### config.mk
export PLATFORM = sky130hd
export DESIGN_NAME = minterm_scan
export DESIGN_NICKNAME = d
export VERILOG_FILES = /design/src/rtl/minterm_scan.sv
export SDC_FILE = /design/constraint.sdc
export NUM_CORES = 1
export LEC_CHECK = 0
export BUFFER_PORTS_ARGS = -buffer_cell sky130_fd_sc_hd__buf_2
export CAP_MARGIN = 20
export CORE_ASPECT_RATIO = 1.75
export CORE_MARGIN = 5
export CORE_UTILIZATION = 25
export DETAILED_ROUTE_END_ITERATION = 7
export GPL_ROUTABILITY_DRIVEN = 0
export GPL_TIMING_DRIVEN = 0
export PLACE_DENSITY = 0.39
export SYNTH_ARGS = -nofsm -noshare
export SYNTH_HDL_FRONTEND = slang
export SYNTH_SLANG_ARGS = --single-unit
### constraint.sdc
create_clock -name CLK -period 2.6 [get_ports CLK]
set_clock_uncertainty 0.2 [all_clocks]
set_input_delay 0.78 -clock CLK [delete_from_list [all_inputs] [get_ports CLK]]
set_output_delay 0.78 -clock CLK [all_outputs]
set_load 0.01 [all_outputs]
### src/rtl/minterm_scan.sv
// rtl/minterm_scan.sv - sweeps a 4-input function block through all 16 minterms and captures its truth table
// Optional MATCH output against EXPECT is built when MINTERM_SCAN_MATCH_EN is defined.
module minterm_scan #(
  parameter int unsigned SETTLE = 1,
  parameter logic [15:0] EXPECT = 16'h38F0
) (
  input  logic        CLK,
  input  logic        RST,
  input  logic        START,
  input  logic        Y,
  output logic        A,
  output logic        B,
  output logic        C,
  output logic        D,
  output logic        BUSY,
  output logic        DONE,
  output logic [15:0] TT,
`ifdef MINTERM_SCAN_MATCH_EN
  output logic        MATCH,
`endif
  output logic [4:0]  ONES
);

  localparam logic [0:0] ST_IDLE = 1'b0;
  localparam logic [0:0] ST_RUN  = 1'b1;
  localparam logic [3:0] SETTLE_C = 4'(SETTLE);

  logic [0:0]  state_q, state_d;
  logic [3:0]  idx_q, idx_d;
  logic [3:0]  cnt_q, cnt_d;
  logic [15:0] tt_q, tt_d;
  logic [4:0]  ones_q, ones_d;
  logic        done_q, done_d;
  logic [15:0] tt_sample;

  // Table with the bit for the current index replaced by the live Y.
  assign tt_sample = (tt_q & ~(16'd1 << idx_q)) | (16'(Y) << idx_q);

`ifdef MINTERM_SCAN_MATCH_EN
  logic match_q, match_d;
`else
  logic unused_expect;
  assign unused_expect = ^EXPECT;
`endif

  always_comb begin
    state_d = state_q;
    idx_d   = idx_q;
    cnt_d   = cnt_q;
    tt_d    = tt_q;
    ones_d  = ones_q;
    done_d  = 1'b0;
`ifdef MINTERM_SCAN_MATCH_EN
    match_d = match_q;
`endif
    case (state_q)
      ST_IDLE: begin
        if (START) begin
          state_d = ST_RUN;
          idx_d   = 4'd0;
          cnt_d   = SETTLE_C;
          tt_d    = 16'd0;
          ones_d  = 5'd0;
`ifdef MINTERM_SCAN_MATCH_EN
          match_d = 1'b0;
`endif
        end
      end
      default: begin
        if (cnt_q != 4'd0) begin
          cnt_d = cnt_q - 4'd1;
        end else begin
          tt_d   = tt_sample;
          ones_d = ones_q + {4'd0, Y};
          if (idx_q != 4'hF) begin
            idx_d = idx_q + 4'd1;
            cnt_d = SETTLE_C;
          end else begin
            state_d = ST_IDLE;
            done_d  = 1'b1;
`ifdef MINTERM_SCAN_MATCH_EN
            match_d = (tt_sample == EXPECT);
`endif
          end
        end
      end
    endcase
  end

  always_ff @(posedge CLK or posedge RST) begin
    if (RST) begin
      state_q <= ST_IDLE;
      idx_q   <= 4'd0;
      cnt_q   <= 4'd0;
      tt_q    <= 16'd0;
      ones_q  <= 5'd0;
      done_q  <= 1'b0;
`ifdef MINTERM_SCAN_MATCH_EN
      match_q <= 1'b0;
`endif
    end else begin
      state_q <= state_d;
      idx_q   <= idx_d;
      cnt_q   <= cnt_d;
      tt_q    <= tt_d;
      ones_q  <= ones_d;
      done_q  <= done_d;
`ifdef MINTERM_SCAN_MATCH_EN
      match_q <= match_d;
`endif
    end
  end

  assign {A, B, C, D} = idx_q;
  assign BUSY = (state_q == ST_RUN);
  assign DONE = done_q;
  assign TT   = tt_q;
  assign ONES = ones_q;
`ifdef MINTERM_SCAN_MATCH_EN
  assign MATCH = match_q;
`endif

endmodule

Word-level counts from Yosys, hierarchy flattened:

Index checks and enable logic that the tools add are counted.

* register bits: 31
* input bits: 4
* output and inout bits: 27
* logic and storage cells: 44

* add/sub/neg operators: 3
* equal/unequal tests: 4
* shift operators: 2
* multiplexer cells: 21
* bitwise operators: 3
* reduce and logical (&&, ||, !) cells: 5

Operators with widths (number)
* $mux W16: 3
* $mux W4: 8
* $and A16 B16 Y16: 1
* $not A16 Y16: 1
* $or A16 B16 Y16: 1
* $shl A1 B4 Y16: 1
* $shl A1 B4 Y16 const A: 1
* $mux W5: 3
* $mux W1: 7
* $add A5 B1 Y5: 1
* $add A4 B1 Y4 const B: 1
* $ne A4 B4 Y1 const B: 1
* $reduce_and A2 Y1: 2
* $reduce_bool A4 Y1: 1
* $sub A4 B1 Y4 const B: 1
* $ne A3 B1 Y1 const B: 1
* $reduce_and A3 Y1: 1
* $ne A2 B1 Y1 const B: 1
* $ne A2 B2 Y1 const B: 1
* $reduce_bool A2 Y1: 1

Logic depth before layout (Yosys ltp):

* word-level depth: 6
* gate-level depth with buffers: 6
* depth with buffers taken out: 5

Least setup slack after synthesis:

Ideal clock, no wire load.

* path kind: flip-flop to flip-flop
* start point: reg cnt_q[0]
* end point: reg cnt_q[0]
* setup time: 0.121 ns
* arrival time: 1.466 ns
* required time: 2.279 ns
* path slack: 0.813 ns
* stages on the path, launching flop included: 6
* path buffers: 0
* period minus slack after synthesis: 1.787 ns
* cells stage by stage: dfrtp_1 > inv_1 > ha_1 > or3b_1 > o22a_2 > o22a_1

* longest elaborated chain between the ends: 3
* elaborated cells on any way between the ends: 6
* those cells by class: add/sub (1); eq/ne (1); mux (2); reduce/logical (2)

Ends and longest elaborated chain
* start, declared: line 30 `logic [3:0] cnt_q, cnt_d;`
* start signal, assigned: line 104 `cnt_q <= cnt_d;`
* $sub A4 B1 Y4 / $reduce_bool A4 Y1 (equally long branches): line 71, 70
* $mux W4 / $ne A3 B1 Y1 (equally long branches)
* $mux W4 / $reduce_and A2 Y1 (equally long branches)

Parallel ways exist; a longest one is shown, timed or not.
A chain may end at the register's enable or synchronous reset.

Final worst setup path:

* start point: reg cnt_q[0]
* end point: reg tt_q[7], in the netlist TT[7]

* longest elaborated chain between the ends: 3

Ends and longest elaborated chain
* $reduce_bool A4 Y1: line 70 `if (cnt_q != 4'd0) begin`
* $ne A2 B2 Y1 (no source line)
* $reduce_and A2 Y1 (no source line)
* end signal, assigned: line 105 `tt_q <= tt_d;`
* end, declared: line 31 `logic [15:0] tt_q, tt_d;`

No other way between the ends.

==> out/qor.tcl <==
set qor(status) {finished clean}
set qor(grtUsageMet3) 0.02222
set qor(tightest_slew_ps) 619.5
set qor(routed_via_density) 4.968
set qor(port-buffer-count) 30
set qor(wl_microns) 4728
set qor(ff2ff_setup_slack_ps) 560
set qor(detail_route.iter0.violations) 63
set qor(register_area_sq_um) 775.7
set qor(final.fill_count) 671
set qor(grt_setup_unrepaired) {false}
set qor(core_area_sq_mm) 0.006490
set qor(drcViolationCount) 0
set qor(setup_ws_ps) 564.4
set qor(max_slew_margin) 0.5866
set qor(synth_enable_flop_cells) 0
set qor(dp_hpwl_microns) 3694
set qor(pre_cts_slack_ps) 556.1
set qor(via_count) 1381
set qor(core.rowCount) 39
set qor(hold_vio_cnt_final) 0
set qor(most-common-layout-cells) {34 x buf_2, 31 x dfrtp_1, 17 x nand2_1}
set qor(antennaDiodeCount) 0
set qor(cts_buffer_count) 5
set qor(layout_area_growth_over_synthesis_pct) 25.60
set qor(cts_max_level) 2
set qor(postCtsResizedCells) 0
set qor(power.internal_mw) 1.402
set qor(die_height_microns) 117.7
set qor(share_of_synthesized_flip_flops_with_an_asynchronous_set_or_reset) 1.000
set qor(clkSinkCount) 31
set qor(yosysSeqAreaShare) 0.4683
set qor(finalSetupViolations) 0
set qor(worstSetupStartpointType) {register}
set qor(die_extent_in_x_microns) 71.54
set qor(synth_top_cell_area_share) 0.4683
set qor(synthDominantAreaCellType) {dfrtp_1}
set qor(drt-pass1-iter-count) 4
set qor(synthesis.nets) 172
set qor(mean_cell_area_of_the_mapped_netlist_sq_um) 10.48
set qor(drtAntennaViolNets) 0
set qor(total_die_area_sq_mm) 0.008419
set qor(fin_crit_ps) 2036
set qor(initial_utilization) 0.2553
set qor(ys_ff_latch) 31
set qor(clk_latency_ps) 280
set qor(final_layout_size_suffix_gt1_frac) 0.2500
set qor(clk_root_buffer_cell) {clkbuf_16}
set qor(worst-endpoint-arrival_ps) 1980
set qor(switching_power_mw) 0.9181
set qor(final_sum_of_negative_setup_slack_ps) 0
set qor(p_seq_frac) 0.343
set qor(synth_top_cells_by_area) {dfrtp_1 47%, ha_1 7.6%, nand2_1 3.9%, o211ai_1 3.2%, mux2i_1 3.0%}
set qor(min_path_type) {reg -> reg}
set qor(clock_power_share) 0.250
set qor(synth_area_sq_mm) 0.001657
set qor(grt_pass1_wl_microns) 7907
set qor(pwr_density_cell_mw_per_mm2) 1115
set qor(crit_required_ps) 2540
set qor(top_level_ports) 31
set qor(power.combinational.fraction) 0.407
set qor(cts.reportedPaths.clkPinSlew_ps) 50
set qor(power.switching_fraction) 0.3957
set qor(grt_use_met1) 0.1305
set qor(max-vdd-ir-drop_mv) 0.4242
set qor(grt_use_total) 0.1213
set qor(cap_viol_max_count) 0
set qor(clockBufferDepth) 2
set qor(routed_wire_length_per_instance_microns) 17.01
set qor(design.final.nets) 210
set qor(global_route.overflow_total) 0
set qor(yosys_most_used_dff) {dfrtp_1}
set qor(finalMaxSlewViolations) 0
set qor(netlist_instances) 158
set qor(yosys_warnings) 0
set qor(largest_net_degree_at_the_start_of_global_routing) 19
set qor(worst_setup_end_kind) {register}
set qor(timing.setup.critical_path_class) {reg -> reg}
set qor(multi_input_comb_area_sq_um) 804.5
set qor(post_cts.repair.setup_buffers) 0
set qor(total_power_mw) 2.320
set qor(crit_path_max_fanout) 10
set qor(fmaxAchievable_mhz) 491.2
set qor(postCtsHoldBufs) 0
set qor(grt_use_met2) 0.2258
set qor(vias_in_the_first_global_route) 1476
set qor(yosys.cell_types.count) 39
set qor(leakage_nw) 0.9847
set qor(grt.busiest_layer) {met2}
set qor(antenna_violations_before_repair) 0
set qor(tritoncts_clock_tree) {built}
set qor(layout.cells.most_common) {buf_2}
set qor(post-route-period-util) 0.7829
-- critical path: stages (launching register included) --
cell and delay (ps):
dfrtp_1 410, inv_1 90, ha_1 280, nand4bb_1 260, buf_2 280, o311ai_2 260, o41ai_2 120
-- flip-flops by register name, indices dropped and copies added (netlist names) --
name	flops
idx_q	4
BUSY	1
cnt_q	4
TT	16
ONES	5
DONE	1
-- layout make-up --
cell class | instances | share of cell area
Multi-Input combinational cell | 110 | 0.3867
Sequential cell | 31 | 0.3728
Timing Repair Buffer | 31 | 0.08539
Clock buffer | 6 | 0.06675
Tap cell | 82 | 0.04931
Buffer | 8 | 0.02044
Inverter | 9 | 0.01624
Clock inverter | 1 | 0.002405
-- layer usage --
layer | share of wire | routed length, microns
met4 | 0.018 | 87
met2 | 0.56 | 2638
met3 | 0.035 | 164
met5 | 0 | 0
met1 | 0.39 | 1838
-- synth_stat cells (3+ instances only) --
| cell | instances |
|---|---|
| nand3_1 | 7 |
| o311ai_1 | 4 |
| nor3_1 | 4 |
| nand3b_1 | 3 |
| o21ai_1 | 10 |
| nand2b_1 | 3 |
| buf_2 | 4 |
| nand4_1 | 3 |
| o22ai_1 | 7 |
| dfrtp_1 | 31 |
| ha_1 | 10 |
| inv_1 | 9 |
| nand2_1 | 17 |
| o211ai_1 | 7 |
| nor2_1 | 3 |
| mux2i_1 | 5 |
-- cells by family (layout without fill, tap and decap cells) --
kind of cell             count (synthesis)  after routing  synth area share
AND/OR/NAND/NOR                         55             55            0.2009
AO/OA/AOI/OAI                           39             39            0.1737
flip-flops                              31             31            0.4683
buffers and inverters                   17             55           0.04607
adder cells (fa/ha/maj)                 10             10           0.07553
multiplexers                             5              5           0.03021
XOR/XNOR                                 1              1          0.005288
-- power groups by stage --
stage / logic (mW) / registers [mW] / clock network (mW)
2_1_floorplan: 0.579 / 0.828 / 0
3_3_place_gp: 0.928 / 0.795 / 0
3_5_place_dp: 0.959 / 0.803 / 0
4_1_cts: 0.961 / 0.796 / 0.590
5_1_grt: 1.06 / 0.827 / 0.617
6_report: 0.945 / 0.795 / 0.580
-- per-stage QoR --
step | hold slack (ps) | instances | area, sq um | utilization
2_1_floorplan | 309.2 | 158 | 1657 | -
3_3_place_gp | 259.3 | 270 | 1909 | 0.2942
3_5_place_dp | 262.1 | 271 | 1937 | 0.2984
4_1_cts | 268.5 | 278 | 2081 | 0.3206
5_1_grt | 300.5 | 278 | 2081 | 0.3206
6_report | 262.9 | 278 | 2081 | 0.3206
-- path summary, 6_finish.rpt --
check	cells after the start	from	endpoint
worst max-delay path	6	cnt_q[0]$_DFFE_PP0P_	TT[7]$_DFFE_PP0P_
worst min-delay path	1	ONES[4]$_DFFE_PP0P_	ONES[4]$_DFFE_PP0P_
worst max register to register	6	cnt_q[0]$_DFFE_PP0P_	TT[7]$_DFFE_PP0P_
worst min register to register	1	ONES[4]$_DFFE_PP0P_	ONES[4]$_DFFE_PP0P_
max in group asynchronous	3	RST	idx_q[1]$_DFFE_PP0P_
min in group asynchronous	2	RST	ONES[3]$_DFFE_PP0P_
Note: power is estimated with default switching activity, not from simulation.
